**src/rtl/seg7_pkg.sv**
```systemverilog
// Shared types and segment tables for the seven-segment scan decoder.
package seg7_pkg;

    localparam int unsigned CNT_W = 8;

    typedef logic [0:6] seg_t;

    localparam seg_t SEG_BLANK = 7'b1111111;

    // Active-low a..g patterns for hex 0..F, index equals the nibble value.
    localparam seg_t SEG_HEX [16] = '{
        7'b0000001, 7'b1001111, 7'b0010010, 7'b0000110,
        7'b1001100, 7'b0100100, 7'b0100000, 7'b0001111,
        7'b0000000, 7'b0000100, 7'b0001000, 7'b1100000,
        7'b0110001, 7'b1000010, 7'b0110000, 7'b0111000
    };

    typedef enum logic [1:0] {
        TRK_IDLE  = 2'd0,
        TRK_TRACK = 2'd1,
        TRK_HELD  = 2'd2
    } seg7_trk_e;

    typedef struct packed {
        seg_t       seg;
        logic [3:0] an;
        logic       dp;
    } samp_t;

endpackage

```
**src/rtl/seg7_pattern_decode.sv**
```systemverilog
// Combinational inverse of the hex-to-segment encoding.
module seg7_pattern_decode
    import seg7_pkg::*;
(
    input  seg_t       seg,
    output logic [3:0] nibble_c,
    output logic       legal_c,
    output logic       blank_c
);

    always_comb begin
        nibble_c = 4'd0;
        legal_c  = 1'b0;
        for (int i = 0; i < 16; i++) begin
            if (seg == SEG_HEX[i]) begin
                nibble_c = 4'(i);
                legal_c  = 1'b1;
            end
        end
        blank_c = (seg == SEG_BLANK);
    end

endmodule

```
**src/rtl/seg7_scan_decoder.sv**
```systemverilog
// Reconstructs four hex digits from a multiplexed active-low 7-seg bus.
// Define SEG7_DEC_DP_EN to track and capture the decimal point.
module seg7_scan_decoder
    import seg7_pkg::*;
#(
    parameter int unsigned STABLE_CNT = 4
) (
    input  logic        clk,
    input  logic        rst,
    input  logic [0:6]  seg,
    input  logic [3:0]  an,
    input  logic        dp,
    output logic [15:0] digit,
    output logic [3:0]  digit_vld,
    output logic [3:0]  digit_blank,
    output logic [3:0]  digit_err,
    output logic [3:0]  dp_out,
    output logic        an_err,
    output logic        upd
);

    localparam logic [CNT_W-1:0] CNT_MAX = CNT_W'(STABLE_CNT);

    samp_t            s_q, tag_q;
    seg7_trk_e        state_q, state_nxt;
    logic [CNT_W-1:0] cnt_q, cnt_nxt;
    logic             tag_ld, commit, one_low, multi_low;
    logic [1:0]       idx;
    logic [3:0]       nibble;
    logic             legal, blank;

    // Input sample register; dp is pinned high when not tracked so it never differs.
    always_ff @(posedge clk or posedge rst) begin
        if (rst) begin
            s_q <= '1;
        end else begin
            s_q.seg <= seg;
            s_q.an  <= an;
`ifdef SEG7_DEC_DP_EN
            s_q.dp  <= dp;
`else
            s_q.dp  <= 1'b1;
`endif
        end
    end

    always_comb begin
        one_low = 1'b1;
        idx     = 2'd0;
        case (s_q.an)
            4'b1110: idx = 2'd0;
            4'b1101: idx = 2'd1;
            4'b1011: idx = 2'd2;
            4'b0111: idx = 2'd3;
            default: one_low = 1'b0;
        endcase
        multi_low = !one_low && (s_q.an != 4'hF);
    end

    seg7_pattern_decode u_decode (
        .seg      (s_q.seg),
        .nibble_c (nibble),
        .legal_c  (legal),
        .blank_c  (blank)
    );

    // Tracker state register.
    always_ff @(posedge clk or posedge rst) begin
        if (rst) begin
            state_q <= TRK_IDLE;
            cnt_q   <= '0;
            tag_q   <= '1;
        end else begin
            state_q <= state_nxt;
            cnt_q   <= cnt_nxt;
            if (tag_ld) tag_q <= s_q;
        end
    end

    // Next state: restart on any sample change, commit when the count reaches its limit.
    always_comb begin
        state_nxt = state_q;
        cnt_nxt   = cnt_q;
        tag_ld    = 1'b0;
        commit    = 1'b0;
        if (!one_low) begin
            state_nxt = TRK_IDLE;
            cnt_nxt   = '0;
        end else if (state_q == TRK_IDLE || s_q != tag_q) begin
            tag_ld  = 1'b1;
            cnt_nxt = CNT_W'(1);
            if (CNT_MAX == CNT_W'(1)) begin
                commit    = 1'b1;
                state_nxt = TRK_HELD;
            end else begin
                state_nxt = TRK_TRACK;
            end
        end else if (state_q == TRK_TRACK) begin
            cnt_nxt = cnt_q + CNT_W'(1);
            if (cnt_nxt == CNT_MAX) begin
                commit    = 1'b1;
                state_nxt = TRK_HELD;
            end
        end
    end

    always_ff @(posedge clk or posedge rst) begin
        if (rst) begin
            digit       <= '0;
            digit_vld   <= '0;
            digit_blank <= '0;
            digit_err   <= '0;
            an_err      <= 1'b0;
            upd         <= 1'b0;
        end else begin
            upd <= commit;
            if (multi_low) an_err <= 1'b1;
            if (commit) begin
                if (legal) digit[{idx, 2'b00} +: 4] <= nibble;
                digit_vld[idx]   <= legal;
                digit_blank[idx] <= blank;
                digit_err[idx]   <= ~(legal | blank);
            end
        end
    end

`ifdef SEG7_DEC_DP_EN
    always_ff @(posedge clk or posedge rst) begin
        if (rst) begin
            dp_out <= '0;
        end else if (commit) begin
            dp_out[idx] <= ~s_q.dp;
        end
    end
`else
    logic unused_dp;
    assign unused_dp = dp;
    assign dp_out    = 4'b0000;
`endif

endmodule
```
**config.mk**
```make
export PLATFORM = sky130hd
export DESIGN_NAME = seg7_scan_decoder
export DESIGN_NICKNAME = d
export VERILOG_FILES = /design/src/rtl/seg7_pkg.sv /design/src/rtl/seg7_pattern_decode.sv /design/src/rtl/seg7_scan_decoder.sv
export SDC_FILE = /design/constraint.sdc
export NUM_CORES = 1
export LEC_CHECK = 0
export BUFFER_PORTS_ARGS = -buffer_cell sky130_fd_sc_hd__buf_2
export CORE_UTILIZATION = 40
export CTS_CLUSTER_DIAMETER = 50
export DETAILED_ROUTE_END_ITERATION = 8
export SETUP_SLACK_MARGIN = 0.5
export SKIP_LAST_GASP = 1
export SYNTH_ARGS = -nofsm -noshare
export SYNTH_HDL_FRONTEND = slang
export SYNTH_SLANG_ARGS = --single-unit
```
**constraint.sdc**
```tcl
create_clock -name clk -period 2.3 [get_ports clk]
set_input_delay 0.345 -clock clk [delete_from_list [all_inputs] [get_ports clk]]
set_output_delay 0.345 -clock clk [all_outputs]
set_load 0.1 [all_outputs]
```
==> impl_metrics.env, run 1 <==
export IMPL_cts_htree_levels=3
export IMPL_syn_inst=285
export IMPL_path_max_fanout=5
export IMPL_cp_arrival_ns=2.55
export IMPL_slowest_delay_ns=0.60
export IMPL_routabilityCongestion=0.799
export IMPL_synthFlopType="dfrtp_1"
export IMPL_violations="negative setup slack"
export IMPL_insertion_delay_ns=0.34
export IMPL_die_h_um=93.8
export IMPL_first_global_vias=2515
export IMPL_worst_slew_pin_slew_ns=0.703
export IMPL_clockRootBuffer="clkbuf_8"
export IMPL_dp_hpwl_um=4760
export IMPL_synth_edf_count=0
export IMPL_grt_ovfl_total=0
export IMPL_die_w_um=93.8
export IMPL_rows=33
export IMPL_hold_path_class="input pin to flop"
export IMPL_first_pass_iters=4
export IMPL_finalNetCount=397
export IMPL_dieArea_um2=8800
export IMPL_viasPerCell=5.16
export IMPL_holdBufCountCts=0
export IMPL_grt_start_max_net_pins=33
export IMPL_antenna_found_initial=0
export IMPL_layout_common_cells="buf_2, buf_4, dfrtp_1"
export IMPL_route_detailed_drc=0
export IMPL_ys_ff_latch=62
export IMPL_via_count=2512
export IMPL_setup_ws_ns=-0.0199
export IMPL_layout_commonest_cell="buf_2"
export IMPL_period_share_pct=101
export IMPL_p_leak_nw=2.02
export IMPL_syn_area_per_cell_um2=11.8
export IMPL_cts_tree="done"
export IMPL_grt_pass1_wl_um=12000
export IMPL_power_density_nw_per_um2=582
export IMPL_fmax_mhz=431
export IMPL_clk_path_buf_depth=2
export IMPL_slew_headroom_pct=53.0
export IMPL_clock_skew_final_ns=0.00602
export IMPL_finalSetupTns_ns=-0.130
export IMPL_wl_per_cell_um=15.2
export IMPL_ant_nets=0
export IMPL_grt_total_usage_pct=18.1
export IMPL_worstSetupEndpointType="flop"
export IMPL_ios=48
export IMPL_fin_util_pct=54.9
export IMPL_peakVddDrop_mv=0.446
export IMPL_synthDistinctLibCells=53
export IMPL_cts_sinks=62
export IMPL_grt_setup_unrepaired="true"
export IMPL_path_class="flop to flop"
export IMPL_core_area_um2=8180
export IMPL_first_iter_violations=65
export IMPL_cts_buffers=9
export IMPL_yosysSeqAreaShare_pct=46.8
export IMPL_drive_above_1_share_pct=56.8
export IMPL_slew_violations=0
export IMPL_finalSetupViolCount=10
export IMPL_finalHoldViolations=0
export IMPL_critPathSlowestCell="dfstp_2"
export IMPL_cap_violations=0
export IMPL_netlist_area_um2=3370
export IMPL_period_needed_ns=2.32
export IMPL_required_ns=2.53
export IMPL_status="finished with violations"
export IMPL_initial_core_util_pct=41.2
export IMPL_drt_wl_total_um=7400
export IMPL_area_delta_synth_final_pct=33.3
export IMPL_synthArstFlopShare_pct=100
export IMPL_yosys_warnings=0
export IMPL_clk_pin_slew_worst_paths_ns=0.07
export IMPL_antenna_cells=0
export IMPL_port_buffers=42
export IMPL_cp_cell_sequence="xnor2_2, nand4_1, a2111oi_4, buf_6, nand4_4, nor2_4, mux2_4"
export IMPL_worst_setup_path_start_kind="flop"
[sequential cells by signal (all words and copies together) (netlist names)]
signal / count
digit: 16
cnt_q: 8
s_q: 11
tag_q: 11
digit_vld: 4
digit_err: 4
state_q: 2
upd: 1
an_err: 1
digit_blank: 4
[worst max-delay path: cells and delay by family (launching register included)]
family	cells	cell delay, ns
muxes	1	0.32
xor gates and xnor gates	1	0.14
and+or+nand+nor	3	0.55
AOI/OAI and AO/OA	1	0.40
buffers and inverters	1	0.20
DFF	1	0.60
[worst paths after layout]
path,startpoint,end,slack [ns],cells past startpoint
worst max-delay path,s_q[8],digit[12],-0.02,7
worst min-delay path,seg[3],s_q[8],0.09,1
worst max register to register,s_q[8],digit[12],-0.02,7
worst min register to register,an_err,an_err,0.46,1
max in group asynchronous,rst,tag_q[6],1.54,3
min in group asynchronous,rst,cnt_q[2],0.11,2
[per-layer routing]
| metal | up-vias | GRT usage [%] | part of all wire, % |
|---|---|---|---|
| li1 | 1194 | - | - |
| met4 | 0 | 6.79 | 1.6 |
| met5 | - | 0 | 0 |
| met2 | 58 | 29.9 | 49 |
| met1 | 1245 | 21.6 | 45 |
| met3 | 15 | 6.23 | 4.5 |
[Yosys cell counts, types with 2 or more instances]
cell type   n  share of area (%)
xor2_1      9                2.3
a31o_1      2               0.52
dfstp_2    22                 17
a31oi_1     2               0.37
nand3b_1    3               0.67
nand3_1     6               0.89
o21ai_0     3               0.45
buf_2       5               0.74
nor3_1     10                1.5
ha_1        6                2.2
nor2b_1     4               0.74
nand4_1    11                2.0
mux2_4     16                7.1
and4_1      3               0.78
a21oi_1     4               0.59
a2111oi_4   2                1.6
dfrtp_1    40                 30
nand4_2     4                1.5
inv_1       7               0.78
nand2_1    12                1.3
clkbuf_1    6               0.67
o21a_1      3               0.67
nor2_1     24                2.7
mux2_2     20                6.7
buf_4      11                2.4
a21o_1      5                1.1
o2111ai_1   3               0.78
nor2_4      4                1.3
xnor2_1    14                3.6
[through the flow]
| step | cell area (um2) | power (mW) | instances | hold slack [ns] | worst slack [ns] |
|---|---|---|---|---|---|
| 2_1_floorplan | 3460 | 1.53 | 288 | 0.349 | 0.00546 |
| 3_3_place_gp | 3900 | 1.60 | 448 | 0.443 | -0.111 |
| 3_5_place_dp | 3900 | 1.61 | 448 | 0.446 | -0.142 |
| 4_1_cts | 4440 | 2.63 | 487 | 0.0767 | -0.0143 |
| 5_1_grt | 4490 | 2.73 | 487 | 0.0661 | -0.104 |
| 6_report | 4490 | 2.62 | 487 | 0.0901 | -0.0199 |
[report_power, final]
part	internal [mW]	leakage (nW)	switching, mW
logic	0.205	1.14	0.218
clock network	0.516	0.102	0.432
registers	1.19	0.783	0.0547
[cell families after synthesis]
family	synth area share, %
other	0.111
adders and majority gates	2.52
muxes	14.1
buffers and inverters	4.97
DFF	46.8
xor gates and xnor gates	6.46
and+or+nand+nor	15.6
AOI/OAI and AO/OA	9.39
[layout make-up]
type                    count  area, um2
repair buffers            100        738
multi-input cells         197       1820
flip-flops and latches     62       1580
clock inverters             2       11.3
fillers                   691       3680
well taps                 105        131
inverters                   7       30.0
clock buffers              14        184
[what timing repair did]
action	in CTS	in global routing
gates cloned	3	0
pin swaps	24	4
endpoints found under the setup margin	49	50
setup buffers	20	0
resized for setup	29	14
No activity file was read; power rests on OpenSTA's default activity.
==> run 2, diff against run 1 <==
--- a/config.mk
+++ b/config.mk
@@ -14,3 +14,4 @@
 export SYNTH_ARGS = -nofsm -noshare
 export SYNTH_HDL_FRONTEND = slang
 export SYNTH_SLANG_ARGS = --single-unit
+export TNS_END_PERCENT = 20
==> run 2 against run 1 <==
Against the previous run:
- critical endpoint is now digit[4]
- wire length decreased by 6.8%
- critical path type unchanged
- utilization shrank 2.0 points
- largest cell class unchanged
- total power down 0.92%
- largest power group unchanged
- the run still ends with negative setup slack left
==> impl_metrics.env, run 2 (synthesized netlist as in run 1, its figures left out) <==
export IMPL_status="finished with violations"
export IMPL_violations="negative setup slack"
export IMPL_power_density_nw_per_um2=599
export IMPL_r2r_cells=7
export IMPL_cts_tree="done"
export IMPL_fin_util_pct=53.0
export IMPL_path_max_fanout=7
export IMPL_path_buf_inv=1
export IMPL_drt_wl_total_um=6900
export IMPL_cts_buffers=9
export IMPL_slew_violations=0
export IMPL_cp_cell_sequence="xnor2_2, nand4_1, a2111oi_4, buf_6, nand4_4, nor2_4, mux2_4"
export IMPL_setup_ws_ns=-0.0431
export IMPL_largest_reg_flops=16
export IMPL_dp_cells=449
export IMPL_antenna_cells=0
export IMPL_clockRootBuffer="clkbuf_8"
export IMPL_power_mw=2.59
export IMPL_pwr_share_seq_pct=48.1
export IMPL_crit_cells=7
export IMPL_wl_per_cell_um=14.4
export IMPL_met2_length_um=3500
export IMPL_insertion_delay_ns=0.34
export IMPL_clk_path_buf_depth=2
export IMPL_first_iter_violations=82
export IMPL_required_ns=2.53
export IMPL_swShare_pct=26.6
export IMPL_p_sw_mw=0.689
export IMPL_finalSetupViolCount=17
export IMPL_regMostFlops="digit"
export IMPL_place_area_um2=3890
export IMPL_period_needed_ns=2.34
export IMPL_cp_top_family="flip-flops"
export IMPL_worst_setup_path_start_kind="flop"
export IMPL_viasPerCell=5.08
export IMPL_cp_arrival_ns=2.57
export IMPL_clock_skew_final_ns=0.00499
export IMPL_wl_met1_um=2990
export IMPL_grt_ovfl_total=0
export IMPL_ios=48
export IMPL_drive_above_1_share_pct=51.2
export IMPL_finalSetupTns_ns=-0.472
export IMPL_highest_layer="met4"
export IMPL_route_detailed_drc=0
export IMPL_fmax_mhz=427
export IMPL_ant_nets=0
export IMPL_antenna_found_initial=0
export IMPL_grt_start_max_net_pins=42
export IMPL_peakVddDrop_mv=0.407
export IMPL_instances_no_fill=480
export IMPL_critPathSlowestCell="dfstp_2"
export IMPL_rows=33
export IMPL_area_delta_synth_final_pct=28.4
export IMPL_holdBufCountCts=0
export IMPL_p_leak_nw=1.97
export IMPL_finalNetCount=390
export IMPL_first_global_vias=2535
export IMPL_cap_violations=0
export IMPL_hold_path_class="input pin to asynchronous set/reset pin"
export IMPL_grt_pass1_wl_um=12000
export IMPL_die_h_um=93.8
export IMPL_p_int_mw=1.90
export IMPL_core_area_um2=8180
export IMPL_slowest_delay_ns=0.62
export IMPL_cts_sinks=62
export IMPL_first_pass_iters=4
export IMPL_comb_power_share_pct=15.1
export IMPL_dieArea_um2=8800
export IMPL_top_regs="digit x16, s_q x11, tag_q x11"
export IMPL_layout_commonest_cell="buf_4"
export IMPL_period_share_pct=102
export IMPL_finalHoldViolations=0
export IMPL_worstSetupEndpointType="flop"
export IMPL_via_count=2436
export IMPL_path_class="flop to flop"
export IMPL_pwr_share_clk_pct=36.8
export IMPL_layout_common_cells="buf_4, buf_2, dfrtp_1"
export IMPL_cts_htree_levels=3
export IMPL_fin_area_um2=4330
export IMPL_dp_hpwl_um=4820
export IMPL_initial_core_util_pct=41.2
export IMPL_die_w_um=93.8
export IMPL_clk_pin_slew_worst_paths_ns=0.07
export IMPL_port_buffers=42
export IMPL_wl_met3_um=271
export IMPL_grt_setup_unrepaired="true"
export IMPL_grt_total_usage_pct=17.8
export IMPL_routabilityCongestion=0.784
[run 2: changes by cell type in the layout (fill, tap and decap cells not counted), sizes merged]
cell      change
inv           +1
clkbuf        -2
clkinvlp      +1
buf           -6
or4           -1
[run 2: power by group through the flow]
stage                     Sequential, mW  Combinational (mW)  Clock [mW]
after global routing                1.25               0.427        1.04
after detailed placement            1.27               0.341           0
after global placement              1.26               0.335           0
final                               1.25               0.391       0.954
after floorplan                     1.24               0.283           0
after CTS                           1.24               0.387       0.990
[run 2: per-layer routing]
metal	track usage (%)	vias to the layer above
li1	-	1172
met4	6.79	0
met1	21.4	1203
met2	30.2	48
met5	0	-
met3	4.69	13
[run 2: layout make-up]
cell class              instances  area [um2]
clock buffers                  12         178
flip-flops and latches         62        1580
inverters                       7        26.3
fillers                       733        3850
clock inverters                 4        26.3
repair buffers                 94         649
multi-input cells             196        1740
well taps                     105         131
[run 2: path summary, 6_finish.rpt]
| path | startpoint | to | slack [ns] |
|---|---|---|---|
| min | rst | digit_blank[1] | 0.02 |
| max | s_q[4] | digit[4] | -0.04 |
| min in group clk | seg[0] | s_q[11] | 0.10 |
| min reg2reg | an_err | an_err | 0.45 |
| max reg2reg | s_q[4] | digit[4] | -0.04 |
| max in group asynchronous | rst | s_q[5] | 1.63 |
[run 2: timing repair]
item | CTS | global route
pin swaps | 8 | 6
setup endpoints to repair | 49 | 49
endpoints found under the hold margin | 0 | 0
resized for setup | 11 | 2
setup buffers | 13 | 2
[run 2: metrics by stage]
step | setup slack [ns] | hold slack (ns)
after floorplan | 0.00546 | 0.349
final | -0.0431 | 0.0231
after CTS | -0.0694 | 0.0402
after global placement | -0.108 | 0.407
after detailed placement | -0.145 | 0.409
after global routing | -0.154 | 0.0575
==> run 3, diff against run 2 <==
--- a/config.mk
+++ b/config.mk
@@ -10,7 +10,6 @@
 export CTS_CLUSTER_DIAMETER = 50
 export DETAILED_ROUTE_END_ITERATION = 8
 export SETUP_SLACK_MARGIN = 0.5
-export SKIP_LAST_GASP = 1
 export SYNTH_ARGS = -nofsm -noshare
 export SYNTH_HDL_FRONTEND = slang
 export SYNTH_SLANG_ARGS = --single-unit
==> constraint.sdc (replaced) <==
create_clock -name clk -period 2.3 [get_ports clk]
set_input_delay 0.345 -clock clk [delete_from_list [all_inputs] [get_ports clk]]
set_output_delay 0.345 -clock clk [all_outputs]
set_load 0.02 [all_outputs]
==> run 3 against run 2 <==
Against the previous run:
- the flow still finishes with violations (negative setup slack)
- die area did not move
- count of clock-buffer cells in the layout is the same
- hold slack better by 0.0013 ns
- clock power about the same
- global-route usage barely moved
- sequential share of layout area is 0.41 points lower
- critical path depth unchanged
- fmax grew 0.12%
- first-iteration DRC count fell by 1.2%
- combinational power is 5% lower
- wire length rose by 0.38%
- non-clock buffer count stayed put
==> impl_metrics.env, run 3 (synthesized netlist as in run 1, its figures left out) <==
export IMPL_finalNetCount=390
export IMPL_ant_nets=0
export IMPL_power_density_nw_per_um2=588
export IMPL_clk_path_buf_depth=2
export IMPL_status="finished with violations"
export IMPL_dieArea_um2=8800
export IMPL_cap_violations=0
export IMPL_port_buffers=42
export IMPL_layout_commonest_cell="buf_4"
export IMPL_grt_pass1_wl_um=12000
export IMPL_route_detailed_drc=0
export IMPL_cts_htree_levels=3
export IMPL_rr_startpoint="s_q[3]"
export IMPL_violations="negative setup slack"
export IMPL_drt_wl_total_um=6930
export IMPL_grt_start_max_net_pins=42
export IMPL_clockRootBuffer="clkbuf_8"
export IMPL_routabilityCongestion=0.784
export IMPL_critPathSlowestCell="dfstp_2"
export IMPL_p_leak_nw=1.97
export IMPL_die_h_um=93.8
export IMPL_period_needed_ns=2.34
export IMPL_grt_total_usage_pct=17.8
export IMPL_regMostFlops="digit"
export IMPL_antenna_found_initial=0
export IMPL_cp_arrival_ns=2.56
export IMPL_cts_sinks=62
export IMPL_required_ns=2.52
export IMPL_r2r_cells=7
export IMPL_path_max_fanout=6
export IMPL_hold_path_class="input pin to asynchronous set/reset pin"
export IMPL_worstSetupEndpointType="flop"
export IMPL_finalSetupViolCount=17
export IMPL_period_share_pct=102
export IMPL_cp_cell_sequence="xnor2_2, nand4_1, a2111oi_4, buf_6, nand4_4, nor2_4, mux2_4"
export IMPL_worst_setup_path_start_kind="flop"
export IMPL_area_delta_synth_final_pct=29.9
export IMPL_fillers=722
export IMPL_fmax_mhz=427
export IMPL_slew_violations=0
export IMPL_setup_ws_ns=-0.0404
export IMPL_clock_skew_final_ns=0.00474
export IMPL_place_area_um2=3890
export IMPL_die_w_um=93.8
export IMPL_path_class="flop to flop"
export IMPL_initial_core_util_pct=41.2
export IMPL_peakVddDrop_mv=0.407
export IMPL_insertion_delay_ns=0.34
export IMPL_cts_tree="done"
export IMPL_first_global_vias=2541
export IMPL_power_mw=2.57
export IMPL_top_regs="digit x16, s_q x11, tag_q x11"
export IMPL_finalHoldViolations=0
export IMPL_first_pass_iters=5
export IMPL_layout_common_cells="buf_4, buf_2, dfrtp_1"
export IMPL_rows=33
export IMPL_grt_ovfl_total=0
export IMPL_viasPerCell=5.10
export IMPL_core_area_um2=8180
export IMPL_r2r_end="digit[4]"
export IMPL_grt_setup_unrepaired="true"
export IMPL_slowest_delay_ns=0.63
export IMPL_largest_reg_flops=16
export IMPL_rrSetupSlack_ns=-0.04
export IMPL_via_count=2448
export IMPL_ios=48
export IMPL_wl_per_cell_um=14.4
export IMPL_fin_area_um2=4380
export IMPL_clk_pin_slew_worst_paths_ns=0.07
export IMPL_cts_buffers=9
export IMPL_dp_hpwl_um=4820
export IMPL_drive_above_1_share_pct=53.9
export IMPL_antenna_cells=0
export IMPL_first_iter_violations=81
## run 3: cell count changes in the layout (fill, tap and decap cells not counted), moves of 3 or more
cell and delta:
buf_4 -3, buf_6 +3, nor2_1 -6, nor2_2 +6
## run 3: area by class of cell
class                      count  area, um2  share of cell area, %
timing repair buffer          94        661                   15.1
clock buffer                  12        178                   4.06
clock inverter                 4       26.3                  0.600
tap                          105        131                   3.00
inverter                       7       26.3                  0.600
multi-input combinational    196       1780                   40.6
sequential                    62       1580                   36.1
## run 3: report_power, final
group / leakage (nW) / switching (mW) / total, mW / internal [mW]
combinational: 1.09 / 0.179 / 0.373 / 0.194
sequential: 0.783 / 0.0565 / 1.25 / 1.19
clock: 0.0992 / 0.431 / 0.953 / 0.521
## run 3: per-layer routing
layer / vias to the layer above / GRT usage [%] / part of all wire (%)
met5: - / 0 / 0
met3: 13 / 4.69 / 4.1
met2: 56 / 30.4 / 51
met1: 1208 / 21.4 / 43
met4: 0 / 6.79 / 1.9
li1: 1171 / - / -
## run 3: how the worst max path moves through the flow
stage                      start   endpoint  slack [ns]  depth (start not counted)
after floorplan           s_q[3]  digit[10]       0.007                          7
after global placement    s_q[5]   digit[0]       -0.11                          7
after detailed placement  s_q[5]   digit[2]       -0.15                          7
after CTS                 s_q[8]   digit[2]       -0.07                          7
after global routing      s_q[6]   digit[6]       -0.14                          7
final                     s_q[3]   digit[4]       -0.04                          7
## run 3: critical path: cells and delay by family (launching register included)
family / cells / cell delay, ns
DFF: 1 / 0.63
and+or+nand+nor: 3 / 0.52
AOI/OAI and AO/OA: 1 / 0.43
muxes: 1 / 0.32
buffers and inverters: 1 / 0.20
xor gates and xnor gates: 1 / 0.14
## run 3: what timing repair did
action                     CTS  global route
pin swaps                   20            17
buffers inserted            13             2
hold buffers                 0             0
setup endpoints to repair   49            49
gates resized for setup     20             7
## run 3: through the flow
step                cells  TNS [ns]  worst slack [ns]  hold slack (ns)  util [%]
floorplan             288         0           0.00673            0.349         -
global placement      449     -2.00            -0.108            0.407      47.6
detailed placement    449     -2.60            -0.145            0.409      47.6
CTS                   478    -0.784           -0.0694           0.0402      52.8
global route          480     -2.04            -0.142           0.0575      53.6
finish                480    -0.396           -0.0404           0.0245      53.6
